### src/rtl/register_file.sv
// Register file with two combinational read ports, one clocked write port,
// a hardwired-zero entry 0 and a same-cycle write-to-read bypass.
module register_file #(
   parameter int unsigned DATA_WIDTH = 32,
   parameter int unsigned ADDR_WIDTH = 5,
   parameter int unsigned DEPTH      = 2**ADDR_WIDTH
) (
   input  logic                  Clk,
   input  logic                  Reset_n,
   input  logic [ADDR_WIDTH-1:0] ReadReg1,
   input  logic [ADDR_WIDTH-1:0] ReadReg2,
   input  logic [ADDR_WIDTH-1:0] WriteReg,
   input  logic [DATA_WIDTH-1:0] WriteData,
   input  logic                  RegWrite,
   output logic [DATA_WIDTH-1:0] ReadData1,
   output logic [DATA_WIDTH-1:0] ReadData2
);

   logic [DATA_WIDTH-1:0] regs [DEPTH];
   logic                  wr_en;

   // Writes to entry 0 are dropped, so it stays at its reset value of zero.
   assign wr_en = RegWrite && (WriteReg != '0);

   // Storage; cleared asynchronously on reset.
   always_ff @(posedge Clk or negedge Reset_n) begin
      if (!Reset_n) begin
         for (int i = 0; i < int'(DEPTH); i++) begin
            regs[i] <= '0;
         end
      end else if (wr_en) begin
         regs[WriteReg] <= WriteData;
      end
   end

   // Read port 1: zero for entry 0 or reset, bypass on a matching write.
   always_comb begin
      ReadData1 = '0;
      if (Reset_n && (ReadReg1 != '0)) begin
         if (RegWrite && (WriteReg == ReadReg1)) begin
            ReadData1 = WriteData;
         end else begin
            ReadData1 = regs[ReadReg1];
         end
      end
   end

   // Read port 2: same rules as port 1.
   always_comb begin
      ReadData2 = '0;
      if (Reset_n && (ReadReg2 != '0)) begin
         if (RegWrite && (WriteReg == ReadReg2)) begin
            ReadData2 = WriteData;
         end else begin
            ReadData2 = regs[ReadReg2];
         end
      end
   end

endmodule

### config.mk
export PLATFORM = sky130hd
export DESIGN_NAME = register_file
export DESIGN_NICKNAME = d
export VERILOG_FILES = /design/src/rtl/register_file.sv
export SDC_FILE = /design/constraint.sdc
export NUM_CORES = 2
export LEC_CHECK = 0
export ABC_AREA = 1
export CAP_MARGIN = 20
export CELL_PAD_IN_SITES_DETAIL_PLACEMENT = 2
export CELL_PAD_IN_SITES_GLOBAL_PLACEMENT = 2
export CORE_AREA = 2 2 410 412
export CTS_BUF_LIST = sky130_fd_sc_hd__clkbuf_2 sky130_fd_sc_hd__clkbuf_4 sky130_fd_sc_hd__clkbuf_8
export CTS_CLUSTER_DIAMETER = 60
export DETAILED_ROUTE_END_ITERATION = 10
export DIE_AREA = 0 0 412 414
export PLACE_DENSITY = 0.9
export SLEW_MARGIN = 20
export SYNTH_ARGS = -nofsm -noshare
export SYNTH_HDL_FRONTEND = slang
export SYNTH_SLANG_ARGS = --single-unit
export TNS_END_PERCENT = 100
### constraint.sdc
create_clock -name Clk -period 3 [get_ports Clk]
set_clock_uncertainty 0.2 [all_clocks]
set_input_delay 0.75 -clock Clk [delete_from_list [all_inputs] [get_ports Clk]]
set_output_delay 0.75 -clock Clk [all_outputs]
set_load 0.05 [all_outputs]
==> results of run 1 <==
metrics by stage:
stage / setup TNS (ns) / instances
2_1_floorplan: -0.0598 / 9190
3_3_place_gp: -40.68 / 11446
kinds of logic after synthesis:
kind of cell	after synthesis	share of synthesized area, %
buffers and inverters	1439	9.27
AOI/OAI and AO/OA	1131	9.55
DFF	1024	43.2
and+or+nand+nor	5596	38.0
==> results.json, run 1 <==
{
  "synth-edff-count": 0,
  "stop_error": "[ERROR DPL-0033] detailed placement checks failed during check placement.",
  "die_x_um": 412,
  "synth.top_cell.area_share_pct": 43.2,
  "synth.avg_cell_area_um2": 6.46,
  "dpl.hpwl_um": 267000,
  "rows": 150,
  "yosysWarningCount": 0,
  "synth_most_common_cell": "nand2_1",
  "ys_ff_latch": 1024,
  "routabilityCongestion": 0.902,
  "yosysSeqAreaShare_pct": 43.2,
  "synth_area_leader_cell": "dfrtp_1",
  "syn_area_um2": 59300,
  "die-height_um": 414,
  "syn_nets": 9240,
  "synth_cells": 9190,
  "lastStage": "3_5_place_dp",
  "synth_area_leaders": "dfrtp_1 43%, nand2_1 23%, nand3_1 9.7%, o21ai_0 8.4%, nor2_1 4.9%",
  "synth_ff_type": "dfrtp_1",
  "ys_async_sr_fraction_pct": 100,
  "port_buffers": 113,
  "initial_utilization_pct": 35.7,
  "ios": 114,
  "outcome": "stopped before the end",
  "ys_types": 20,
  "synthTopCellsByCount": "3,643 x nand2_1, 1,156 x nand3_1, 1,024 x dfrtp_1"
}
==> inputs of run 2 (changes only) <==
Settings changed: CELL_PAD_IN_SITES_DETAIL_PLACEMENT 2 to default, CELL_PAD_IN_SITES_GLOBAL_PLACEMENT 2 to default, CORE_AREA 2 2 410 412 to 2 2 415 417, CTS_BUF_LIST sky130_fd_sc_hd__clkbuf_2 sky130_fd_sc_hd__clkbuf_4 sky130_fd_sc_hd__clkbuf_8 to default, CTS_CLUSTER_DIAMETER 60 to default, DIE_AREA 0 0 412 414 to 0 0 417 419, PLACE_DENSITY 0.9 to default, PLACE_DENSITY_LB_ADDON from default to 0.15.
==> run 2 against run 1 <==
  * The flow now finishes, with violations (hold timing, setup timing)
  * Synthesized cell count is the same
  * Synthesized area is the same
==> results.json, run 2 <==
{
  "synth_top_family_by_area": "simple AND/OR/NAND/NOR gates",
  "drive_gt1_share_pct": 17.9,
  "ir_worst_vdd_v": 0.000479,
  "drc": 0,
  "rr_endpoint": "regs[777]",
  "core_area_um2": 171000,
  "max_stage_delay_ns": 0.17,
  "ys_types": 20,
  "clk_latency_ns": 0.74,
  "cts_tree": "yes",
  "synthMuxAreaShare_pct": 0,
  "final_core_util_pct": 47.4,
  "ys_async_sr_fraction_pct": 100,
  "critPathMaxFanout": 6,
  "cap_violations": 0,
  "worst_slack_ns": -0.369,
  "violations": "hold timing, setup timing",
  "grt_overflow": 0,
  "grt_start_max_net_pins": 164,
  "synth_most_common_cell": "nand2_1",
  "synth_fa_ha_area_share_pct": 0,
  "regToRegStartpoint": "regs[777]",
  "port_buffers": 113,
  "synth.top_cell.area_share_pct": 43.2,
  "vias_per_cell": 5.45,
  "synth-edff-count": 0,
  "cts.reportedPaths.clkPinSlew_ns": 0.06,
  "synth_compound_area_share_pct": 9.55,
  "r2r_cells": 2,
  "design_area_um2": 80900,
  "syn_area_um2": 59300,
  "regMostFlops": "regs",
  "worstSetupPathType": "in -> out",
  "fp.dieArea_um2": 175000,
  "area_growth_pct": 36.3,
  "yosysSeqAreaShare_pct": 43.2,
  "finalCritPeriodShare_pct": 112,
  "nNetsFinal": 9560,
  "reg.largest.list": "regs x1024",
  "die_x_um": 417,
  "power_leakage_nw": 38.9,
  "synth-xor-area-share_pct": 0,
  "start_kind": "input pin",
  "finalCriticalPeriod_ns": 3.37,
  "first_pass_iters": 6,
  "synth_ff_type": "dfrtp_1",
  "crit_path_end_kind": "primary output",
  "layout_commonest_cell": "nand2_1",
  "power_density_nw_per_um2": 555,
  "ys_ff_latch": 1024,
  "routabilityCongestion": 0.904,
  "cts_max_level": 3,
  "worstMarginPinSlew_ns": 1.18,
  "synthTopCellsByCount": "3,643 x nand2_1, 1,156 x nand3_1, 1,024 x dfrtp_1",
  "crit_path_start": "ReadReg1[0]",
  "ant_nets": 0,
  "antenna_found_initial": 9,
  "setup-violations-final": 64,
  "synth-simple-area-share_pct": 38.0,
  "initial_utilization_pct": 34.8,
  "timing.hold.ws_ns": -0.0978,
  "maxSlewViolCount": 0,
  "crit_top_cell": "buf_16",
  "cts_made_buffers": 118,
  "grt_pass1_vias": 60502,
  "cp_data_arrival_time_ns": 2.42,
  "die-height_um": 419,
  "ios": 114,
  "largest_reg_flops": 1024,
  "timing.fmax_mhz": 297,
  "crit_end": "ReadData1[29]",
  "clockBufferDepth": 3,
  "placed_cell_area_um2": 69800,
  "synth_cells": 9190,
  "final_cell_mix": "3,438 x nand2_1, 1,024 x dfrtp_1, 958 x nand3_1",
  "grt_pass1_wl_um": 417000,
  "synth.avg_cell_area_um2": 6.46,
  "root_buffer": "clkbuf_16",
  "num_vias": 64560,
  "crit_slowest_cell": "a21oi_4",
  "cp_cell_sequence": "buf_16 > buf_16 > buf_16 > buf_16 > buf_16 > buf_8 > nand2_2 > nand3_1 > nand3_1 > nand2_1 > nand3_1 > nand2_2 > a21oi_4 > buf_12",
  "hold_class": "in -> async",
  "total_power_w": 0.0449,
  "seqCellArea_um2": 25600,
  "hold_viol": 16,
  "cts.sinks": 1024,
  "multi_input_area_um2": 31400,
  "slew_headroom_pct": 21.5,
  "rsz0062_at_grt": "yes",
  "required_ns": 2.05,
  "routedWlPerCell_um": 24.2,
  "yosysWarningCount": 0,
  "fillers": 16611,
  "outcome": "finished, violations left",
  "rrSetupSlack_ns": 2.08,
  "synth_area_leader_cell": "dfrtp_1",
  "drt_wl_total_um": 287000,
  "grt.total_usage_pct": 32.0,
  "synth_area_leaders": "dfrtp_1 43%, nand2_1 23%, nand3_1 9.7%, o21ai_0 8.4%, nor2_1 4.9%",
  "syn_nets": 9240,
  "drt_iter0_drc": 8034,
  "rows": 152,
  "dpl.hpwl_um": 171000
}
-- run 2: cell counts after synthesis --
No cell type changed its count.
-- run 2: power by group --
| group | switching, W | total, W | leakage, nW | internal [W] |
|---|---|---|---|---|
| sequential | 0.00148 | 0.0179 | 12.9 | 0.0164 |
| clock | 0.00631 | 0.0150 | 1.93 | 0.00866 |
| combinational | 0.00736 | 0.0120 | 24.0 | 0.00466 |
-- run 2: through the flow --
step | setup TNS (ns) | setup WS, ns | std cells
2_1_floorplan | -0.0598 | -0.00232 | 9190
6_report | -18.64 | -0.369 | 11836
5_1_grt | -21.73 | -0.465 | 11833
3_3_place_gp | -31.32 | -0.524 | 11419
4_1_cts | -17.71 | -0.346 | 11810
3_5_place_dp | -33.05 | -0.544 | 11419
-- run 2: per-layer routing --
metal	vias up	track usage [%]	part of all wire (%)
li1	29419	-	-
met1	31100	43.1	41
met2	3326	50.0	44
met3	709	5.02	9.4
met4	6	15.8	6.0
met5	-	0	0.014
-- run 2: worst max-delay path: cells and delay by family --
family	cells	cell delay, ns
buffers and inverters	7	1.00
AND/OR/NAND/NOR	6	0.48
AO/OA/AOI/OAI	1	0.17
-- run 2: cell families after synthesis --
group | after synthesis
compound gates | 1131
flops | 1024
simple gates | 5596
buf+inv | 1439
-- run 2: timing repair --
item                                   in CTS  in global routing
hold buffers                                1                  0
endpoints found under the hold margin      32                  0
pin swaps                                 222                253
resized for setup                         630                379
setup buffers                             118                 21
setup endpoints to repair                  64                 64
cloned                                     69                 20
-- run 2: area by class of cell --
| class | count | area share [%] |
|---|---|---|
| Sequential cell | 1024 | 31.7 |
| Clock buffer | 181 | 4.39 |
| Multi-Input combinational cell | 6727 | 38.8 |
| Timing Repair Buffer | 940 | 17.8 |
| Inverter | 697 | 3.34 |
| Tap cell | 2233 | 3.45 |
| Clock inverter | 29 | 0.431 |
| Antenna cell | 3 | 0.00928 |
| Timing Repair inverter | 2 | 0.0572 |
-- run 2: how the worst min path moves through the flow --
stage | endpoint | from | cells past startpoint | slack, ns
final | regs[239] | Reset_n | 2 | -0.1
after global routing | regs[239] | Reset_n | 2 | 0.07
after detailed placement | regs[1008] | regs[1008] | 0 | 0.19
after CTS | regs[239] | Reset_n | 2 | 0.05
after floorplan | regs[0] | Reset_n | 0 | 0.25
after global placement | regs[1022] | regs[1022] | 0 | 0.19
Power figures use the tool's default switching activity.
